==> src/rtl/adder_calc_pkg.sv <==
// Shared types and constants for the switch-operand adder controller
// and its seven-segment display scan.
package adder_calc_pkg;

   typedef enum logic [2:0] {
      IDLE,
      CAPTURE,
      ADD,
      SHOW,
      ERR
   } state_t;

   localparam logic [1:0] DIG_ZERO = 2'd0;
   localparam logic [1:0] DIG_ONE  = 2'd1;
   localparam logic [1:0] DIG_ERR  = 2'd2;

   localparam logic [3:0] AN_OFF = 4'b1111;

endpackage

==> src/rtl/btn_debounce.sv <==
// Two-flop synchronizer followed by a stable-count debouncer for a raw,
// bouncy push button.
module btn_debounce #(
   parameter int DB_CNT_MAX = 250000
) (
   input  logic clk,
   input  logic clr,
   input  logic din,
   output logic dout
);

   localparam int CW = $clog2(DB_CNT_MAX + 1);
   localparam logic [CW-1:0] CNT_LAST = CW'(DB_CNT_MAX - 1);

   logic          sync1;
   logic          sync2;
   logic [CW-1:0] cnt;

   always_ff @(posedge clk or posedge clr) begin
      if (clr) begin
         sync1 <= 1'b0;
         sync2 <= 1'b0;
      end else begin
         sync1 <= din;
         sync2 <= sync1;
      end
   end

   // Any cycle where the synced level agrees with the output restarts the
   // count, so only DB_CNT_MAX consecutive disagreeing cycles flip it.
   always_ff @(posedge clk or posedge clr) begin
      if (clr) begin
         cnt  <= '0;
         dout <= 1'b0;
      end else if (sync2 == dout) begin
         cnt <= '0;
      end else if (cnt == CNT_LAST) begin
         cnt  <= '0;
         dout <= sync2;
      end else begin
         cnt <= cnt + 1'b1;
      end
   end

endmodule

==> src/rtl/adder_calc_ctrl.sv <==
// Sequencing controller: debounced calculate press, operand capture,
// 5-bit sum register and seven-segment digit scan with 'E' on overflow.
module adder_calc_ctrl
   import adder_calc_pkg::*;
#(
   parameter int DB_CNT_MAX = 250000,
   parameter int SCAN_SHIFT = 14
) (
   input  logic       clk,
   input  logic       clr,
   input  logic [3:0] num1,
   input  logic [3:0] num2,
   input  logic       calculate,
   output logic [3:0] an,
   output logic [1:0] digit,
   output logic [4:0] led,
   output logic       ovf
);

   logic                  db_level;
   logic                  db_prev;
   logic                  press;
   state_t                state;
   state_t                state_next;
   logic [3:0]            a_q;
   logic [3:0]            b_q;
   logic [4:0]            sum_q;
   logic [4:0]            sum_comb;
   logic [SCAN_SHIFT+1:0] scan_cnt;
   logic [1:0]            scan_digit;

   btn_debounce #(
      .DB_CNT_MAX(DB_CNT_MAX)
   ) u_debounce (
      .clk (clk),
      .clr (clr),
      .din (calculate),
      .dout(db_level)
   );

   // Registered rising edge of the debounced level: one pulse per press.
   always_ff @(posedge clk or posedge clr) begin
      if (clr) begin
         db_prev <= 1'b0;
         press   <= 1'b0;
      end else begin
         db_prev <= db_level;
         press   <= db_level & ~db_prev;
      end
   end

   always_ff @(posedge clk or posedge clr) begin
      if (clr) begin
         state <= IDLE;
      end else begin
         state <= state_next;
      end
   end

   assign sum_comb = {1'b0, a_q} + {1'b0, b_q};

   // CAPTURE and ADD ignore press, so a press while busy is simply lost.
   always_comb begin
      state_next = state;
      case (state)
         IDLE, SHOW, ERR: begin
            if (press) begin
               state_next = CAPTURE;
            end
         end
         CAPTURE: state_next = ADD;
         ADD:     state_next = sum_comb[4] ? ERR : SHOW;
         default: state_next = IDLE;
      endcase
   end

   always_ff @(posedge clk or posedge clr) begin
      if (clr) begin
         a_q   <= 4'd0;
         b_q   <= 4'd0;
         sum_q <= 5'd0;
      end else begin
         if (state == CAPTURE) begin
            a_q <= num1;
            b_q <= num2;
         end
         if (state == ADD) begin
            sum_q <= sum_comb;
         end
      end
   end

   always_ff @(posedge clk or posedge clr) begin
      if (clr) begin
         scan_cnt <= '0;
      end else begin
         scan_cnt <= scan_cnt + 1'b1;
      end
   end

   assign scan_digit = scan_cnt[SCAN_SHIFT+1:SCAN_SHIFT];

   always_comb begin
      an    = AN_OFF;
      digit = DIG_ZERO;
      case (state)
         SHOW: begin
            an    = ~(4'b0001 << scan_digit);
            digit = sum_q[scan_digit] ? DIG_ONE : DIG_ZERO;
         end
         ERR: begin
            an    = 4'b1110;
            digit = DIG_ERR;
         end
         default: begin
            an    = AN_OFF;
            digit = DIG_ZERO;
         end
      endcase
   end

   assign led = sum_q;
   assign ovf = sum_q[4];

endmodule

==> config.mk <==
export PLATFORM = sky130hd
export DESIGN_NAME = adder_calc_ctrl
export DESIGN_NICKNAME = d
export VERILOG_FILES = /design/src/rtl/adder_calc_pkg.sv /design/src/rtl/btn_debounce.sv /design/src/rtl/adder_calc_ctrl.sv
export SDC_FILE = /design/constraint.sdc
export NUM_CORES = 1
export LEC_CHECK = 0
export CAP_MARGIN = 20
export CORE_UTILIZATION = 45
export CTS_CLUSTER_SIZE = 14
export DETAILED_ROUTE_END_ITERATION = 7
export PLACE_DENSITY_LB_ADDON = 0.05
export RECOVER_POWER = 25
export SLEW_MARGIN = 20
export SYNTH_ARGS = -nofsm -noshare
export SYNTH_HDL_FRONTEND = slang
export SYNTH_HIERARCHICAL = 1
export SYNTH_SLANG_ARGS = --single-unit
==> constraint.sdc <==
create_clock -name clk -period 3.2 [get_ports clk]
set_input_delay 0.64 -clock clk [delete_from_list [all_inputs] [get_ports clk]]
set_output_delay 0.64 -clock clk [all_outputs]
set_load 0.01 [all_outputs]
==> results.json, run 1 <==
{
  "grt_overflow": 0,
  "final_hold_viol_count": 0,
  "n_fill_cell": 492,
  "synthDistinctLibCells": 39,
  "num_antenna_cells": 0,
  "synthCells": 229,
  "async_reset_ff_share_pct": 100,
  "drv_slew": 0,
  "fmax_mhz": 382,
  "globalRouteTotalUtil_pct": 16.1,
  "r2r_cells": 2,
  "syn-num-nets": 247,
  "min_path_cells": 0,
  "ys_warn_count": 6,
  "leakagePower_nw": 1.36,
  "rrSetupSlack_ps": 1240,
  "synth_top_area_share_pct": 53.6,
  "die_x_um": 77.5,
  "cp_data_arrival_time_ps": 1980,
  "timing.rr.start": "state[0]",
  "cp-start-kind": "register",
  "ys.flop_type": "dfrtp_1",
  "setup_tns_ps": 0,
  "hp-class": "reg -> reg",
  "num_rows": 27,
  "htree_levels": 2,
  "viasPerCell": 5.09,
  "power.internal_uw": 870,
  "io_buffers": 22,
  "synth_top_cell_by_area": "dfrtp_1",
  "crit_chain": "mux4_2 -> and3_2 -> clkdlybuf4s50_1",
  "finClkSkew_ps": 10.3,
  "grt_pass1_vias": 1666,
  "layout-drive-gt1-share_pct": 9.73,
  "synth.top_cells.by_area": "dfrtp_1, xor2_1, xnor2_1",
  "end_kind": "output port",
  "path_clk_slew_ps": 90,
  "pwr-share-comb_pct": 3.5,
  "grt_pass1_wl_mm": 7.54,
  "drtAntennaViolNets": 0,
  "critPathKind": "reg -> out",
  "p_switching_uw": 238,
  "status": "complete, no violations",
  "pin_count": 23,
  "slew_headroom_pct": 19.4,
  "p_seq_share_pct": 63.4,
  "crit_path_top_delay_cell": "mux4_2",
  "wl_mm": 4.19,
  "coreArea_um2": 5510,
  "syn_area_um2": 2570,
  "p_sw_share_pct": 21.5,
  "die-area_um2": 6010,
  "wire_per_inst_um": 12.7,
  "period_minus_slack_ps": 2620,
  "grt_max_degree": 23,
  "cts_setup_buffers": 0,
  "drv_cap": 0,
  "r2r-end": "a_q[3]",
  "die_h_um": 77.5,
  "crit_required_ps": 2560,
  "initial_core_util_pct": 46.6,
  "gp_congestion": 0.773,
  "fin_util_pct": 53.1,
  "dp_hpwl_mm": 3.09,
  "drt_first_iter_violations": 63,
  "synth_edf_count": 0,
  "clock_sinks": 55,
  "p_per_area_nw_per_um2": 379,
  "startpoint": "scan_cnt[14]",
  "area_delta_synth_final_pct": 14.0,
  "clock_path_buffers": 2,
  "clockRootBuffer": "clkbuf_8",
  "period_share_pct": 81.9,
  "synth_seq_cells": 55,
  "cts_buffers": 5,
  "dr_total_vias": 1675,
  "cts_tree": "yes",
  "crit_end": "digit[0]",
  "syn_avg_cell_area_um2": 11.2,
  "grt_antenna_before_repair": 0,
  "critPathMaxFanout": 6,
  "cts_hold_buffers": 0,
  "cts_resized": 0,
  "ys_seq_area_share_pct": 53.6,
  "clock_latency_ps": 300,
  "synth.most_common_cell": "dfrtp_1",
  "tightest_slew_ps": 1210,
  "nets": 274,
  "slowest_delay_ps": 520,
  "finalSetupViolCount": 0,
  "ir_drop_mv": 0.186,
  "synth_common_cells": "dfrtp_1, nor2_1, nand2_1, nand3_1, xor2_1",
  "clockPowerShare_pct": 33.1,
  "rsz0062_at_grt": "no",
  "drt_pass1_iterations": 4,
  "route.detailed.drc": 0
}
==> cell usage in the layout (no fill, tap or decap), types with 2 or more instances in the layout <==
cell	n
a21o_1	2
a21oi_1	5
and3_1	4
and3_2	2
and4_1	4
and4_2	2
buf_4	3
clkbuf_1	2
clkbuf_8	5
clkdlybuf4s50_1	20
dfrtp_1	55
dlygate4sd3_1	2
ha_1	6
inv_1	12
mux2_2	8
nand2_1	18
nand2b_1	2
nand3_1	17
nand4_1	6
nor2_1	22
nor2b_1	3
nor3_1	3
nor4_1	2
o21ai_0	7
xnor2_1	14
xor2_1	17
==> critical path, delay by kind of cell (launching register included) <==
family,cells,cell delay [ps]
mux,1,520
flops,1,480
buf+inv,1,470
simple gates,1,220
==> logic make-up (layout without fill, tap and decap cells) <==
kind of cell	Yosys count	in the layout	share of synthesized area [%]
AO/OA/AOI/OAI	19	19	5.31
XOR/XNOR	31	31	10.6
adder cells (fa/ha/maj)	7	7	3.71
buffers and inverters	17	45	3.07
flip-flops	55	55	53.6
multiplexers	9	9	4.39
AND/OR/NAND/NOR	91	91	19.3
==> area by class of cell <==
cell class                      instances  area, µm²  area share (%)
Sequential cell                        55       1380            47.0
Multi-Input combinational cell        157       1090            37.3
Timing Repair Buffer                   25        243            8.30
Tap cell                               72       90.1            3.08
Clock buffer                            7       76.3            2.61
Inverter                               12       45.0            1.54
Clock inverter                          1       5.00           0.171
==> per-stage QoR <==
| step | cell area, µm² | hold slack, ps | cells | worst slack [ps] | power [mW] |
|---|---|---|---|---|---|
| floorplan | 2570 | 331 | 229 | 1410 | 0.736 |
| global placement | 2870 | 335 | 321 | 940 | 0.757 |
| detailed placement | 2870 | 341 | 321 | 898 | 0.757 |
| CTS | 2950 | 363 | 329 | 545 | 1.13 |
| global route | 2930 | 366 | 329 | 481 | 1.16 |
| finish | 2930 | 360 | 329 | 580 | 1.11 |
==> per-layer routing <==
metal	up-vias	part of all wire, %	wire, µm	GRT usage (%)
li1	839	-	-	-
met1	807	48	2010	20.3
met2	25	47	1990	26.5
met3	4	3.7	157	4.59
met4	0	0.81	34	5.09
met5	-	0	0	0
==> power by group through the flow <==
stage | combinational (mW) | sequential, mW | clock [mW]
global route | 0.0455 | 0.704 | 0.416
finish | 0.0387 | 0.702 | 0.367
floorplan | 0.0209 | 0.715 | 0
detailed placement | 0.0410 | 0.716 | 0
CTS | 0.0412 | 0.703 | 0.389
global placement | 0.0405 | 0.716 | 0
==> worst min-delay path by stage <==
stage | slack, ps | to | startpoint
detailed placement | 340 | u_debounce/sync2 | u_debounce/sync1
global route | 370 | u_debounce/sync2 | u_debounce/sync1
floorplan | 330 | u_debounce/sync2 | u_debounce/sync1
global placement | 340 | u_debounce/sync2 | u_debounce/sync1
finish | 360 | u_debounce/sync2 | u_debounce/sync1
CTS | 360 | u_debounce/sync2 | u_debounce/sync1
==> flip-flops by register name, summed over array words and instances (netlist names) <==
signal            flops
u_debounce/cnt       18
scan_cnt             16
led                   5
a_q                   4
b_q                   4
state                 3
db_prev               1
press                 1
u_debounce/dout       1
u_debounce/sync1      1
u_debounce/sync2      1
Power figures use the tool's default switching activity.
==> inputs of run 2 (changes only) <==
==> constraint.sdc (replaced) <==
create_clock -name clk -period 2.2 [get_ports clk]
set_input_delay 0.44 -clock clk [delete_from_list [all_inputs] [get_ports clk]]
set_output_delay 0.44 -clock clk [all_outputs]
set_load 0.01 [all_outputs]
==> run 2 against run 1 <==
Compared with the run above: first-iteration DRC count is 29% lower; combinational power is 46% higher; sequential share of layout area is 0.80 points lower; clock power is 62% higher; non-clock buffer count is 2 higher; critical path type unchanged; worst setup slack worse by 440 ps; utilization is 1.0 points higher.
==> results.json, run 2 (synthesized netlist as in run 1, its figures left out) <==
{
  "status": "complete, no violations",
  "power.internal_mw": 1.33,
  "period_share_pct": 93.8,
  "final_hold_viol_count": 0,
  "layout_commonest_cell": "dfrtp_1",
  "io_buffers": 22,
  "cts_hold_buffers": 0,
  "hp-class": "reg -> reg",
  "use_met3_pct": 4.12,
  "grt.busiest_layer": "met2",
  "coreArea_um2": 5510,
  "period_minus_slack_ps": 2060,
  "grt_overflow": 0,
  "timing.hold.ws_ps": 356,
  "grt_antenna_before_repair": 0,
  "num_antenna_cells": 0,
  "die-area_um2": 6010,
  "drv_slew": 0,
  "pwr-share-comb_pct": 3.4,
  "fmax_mhz": 484,
  "drtAntennaViolNets": 0,
  "slowest_delay_ps": 540,
  "cp_data_arrival_time_ps": 1620,
  "end_kind": "output port",
  "htree_levels": 2,
  "setup_tns_ps": 0,
  "path_buf_inv": 2,
  "grt_pass1_vias": 1705,
  "regArea_um2": 1380,
  "final_cell_mix": "dfrtp_1, nor2_1, clkdlybuf4s50_1",
  "dr_total_vias": 1675,
  "startpoint": "state[0]",
  "grt_use_met1_pct": 19.2,
  "die_x_um": 77.5,
  "p_switching_uw": 343,
  "grt_max_degree": 35,
  "rsz0062_at_grt": "no",
  "finalPower_mw": 1.67,
  "leakagePower_nw": 1.38,
  "globalRouteTotalUtil_pct": 16.0,
  "crit_family": "buffers and inverters",
  "r2r-end": "u_debounce/cnt[9]",
  "wl_mm": 4.19,
  "largest_reg_flops": 18,
  "cts_tree": "yes",
  "critPathKind": "reg -> out",
  "cp_num_cells": 4,
  "clock_path_buffers": 2,
  "drt_first_iter_violations": 45,
  "dp_hpwl_mm": 3.05,
  "top_register": "u_debounce/cnt",
  "crit_path_top_delay_cell": "clkdlybuf4s50_1",
  "met2_usage_pct": 28.2,
  "slew_headroom_pct": 24.3,
  "tightest_slew_ps": 1130,
  "cts_buffers": 5,
  "area_delta_synth_final_pct": 16.2,
  "cts_setup_buffers": 0,
  "rrSetupSlack_ps": 350,
  "crit_chain": "nor2_1 -> nand2_1 -> inv_1 -> clkdlybuf4s50_1",
  "n_fill_cell": 491,
  "path_clk_slew_ps": 90,
  "viasPerCell": 5.06,
  "die_h_um": 77.5,
  "cp-start-kind": "register",
  "nets": 276,
  "wire_per_inst_um": 12.7,
  "fin_util_pct": 54.1,
  "num_rows": 27,
  "finalSetupViolCount": 0,
  "route.detailed.drc": 0,
  "drv_cap": 0,
  "gp_congestion": 0.745,
  "critPathMaxFanout": 7,
  "drt_pass1_iterations": 4,
  "p_per_area_nw_per_um2": 560,
  "pin_count": 23,
  "p_seq_share_pct": 61.1,
  "p_sw_share_pct": 20.5,
  "layout-drive-gt1-share_pct": 12.7,
  "clock_sinks": 55,
  "r2r_cells": 4,
  "ir_drop_mv": 0.270,
  "clockPowerShare_pct": 35.5,
  "grt_pass1_wl_mm": 7.62,
  "multiInputGateArea_um2": 1120,
  "timing.rr.start": "u_debounce/cnt[11]",
  "crit_end": "digit[1]",
  "clock_latency_ps": 300,
  "initial_core_util_pct": 46.6,
  "crit_required_ps": 1760,
  "finClkSkew_ps": 8.02,
  "clockRootBuffer": "clkbuf_8"
}
==> run 2: cell types whose count changed in the layout (fill, tap and decap cells not counted), moves of 2 or more <==
cell,before,now
clkbuf_8,5,7
dfrtp_1,55,53
dfrtp_2,0,2
nor3_1,3,1
nor3_2,0,2
==> run 2: final cells by class <==
| cell class | instances | area share [%] |
|---|---|---|
| multi-input cells | 157 | 37.4 |
| clock buffers | 8 | 3.36 |
| inverters | 12 | 1.51 |
| well taps | 72 | 3.02 |
| flip-flops and latches | 55 | 46.2 |
| repair buffers | 27 | 8.43 |
==> run 2: worst min path at each step <==
stage / slack [ps] / end / cells after the start / start
final: 360 / u_debounce/sync2 / 0 / u_debounce/sync1
after global routing: 370 / u_debounce/sync2 / 0 / u_debounce/sync1
after CTS: 360 / u_debounce/sync2 / 0 / u_debounce/sync1
after detailed placement: 340 / u_debounce/sync2 / 0 / u_debounce/sync1
after global placement: 340 / u_debounce/sync2 / 0 / u_debounce/sync1
after floorplan: 330 / u_debounce/sync2 / 0 / u_debounce/sync1
==> run 2: power by group through the flow <==
stage	combinational (mW)	clock [mW]	sequential (mW)
after global placement	0.0605	0	1.04
after floorplan	0.0304	0	1.04
after global routing	0.0649	0.662	1.02
final	0.0564	0.593	1.02
after detailed placement	0.0611	0	1.04
after CTS	0.0613	0.627	1.02
==> run 2: per-layer routing <==
layer | share of wire, % | vias up
li1 | - | 847
met1 | 48 | 804
met2 | 48 | 20
met3 | 2.6 | 4
met4 | 0.83 | 0
met5 | 0 | -
==> run 2: through the flow <==
stage / setup slack [ps] / area, µm² / instances
after floorplan: 438 / 2570 / 229
after global placement: 253 / 2880 / 323
after detailed placement: 220 / 2880 / 323
after CTS: 66.3 / 2980 / 331
after global routing: 15.4 / 2980 / 331
final: 136 / 2980 / 331
==> run 2: what timing repair did <==
item / 4_1_cts / 5_1_grt
gates resized for setup: 1 / 4
endpoints found under the setup margin: 1 / 4
hold endpoints to repair: 0 / 0
==> run 2: worst reg2reg max path, cell delays in order (launching register included) <==
cell	delay, ps
dfrtp_1	420
or4_4	570
o41ai_4	470
buf_4	230
nor2_1	50
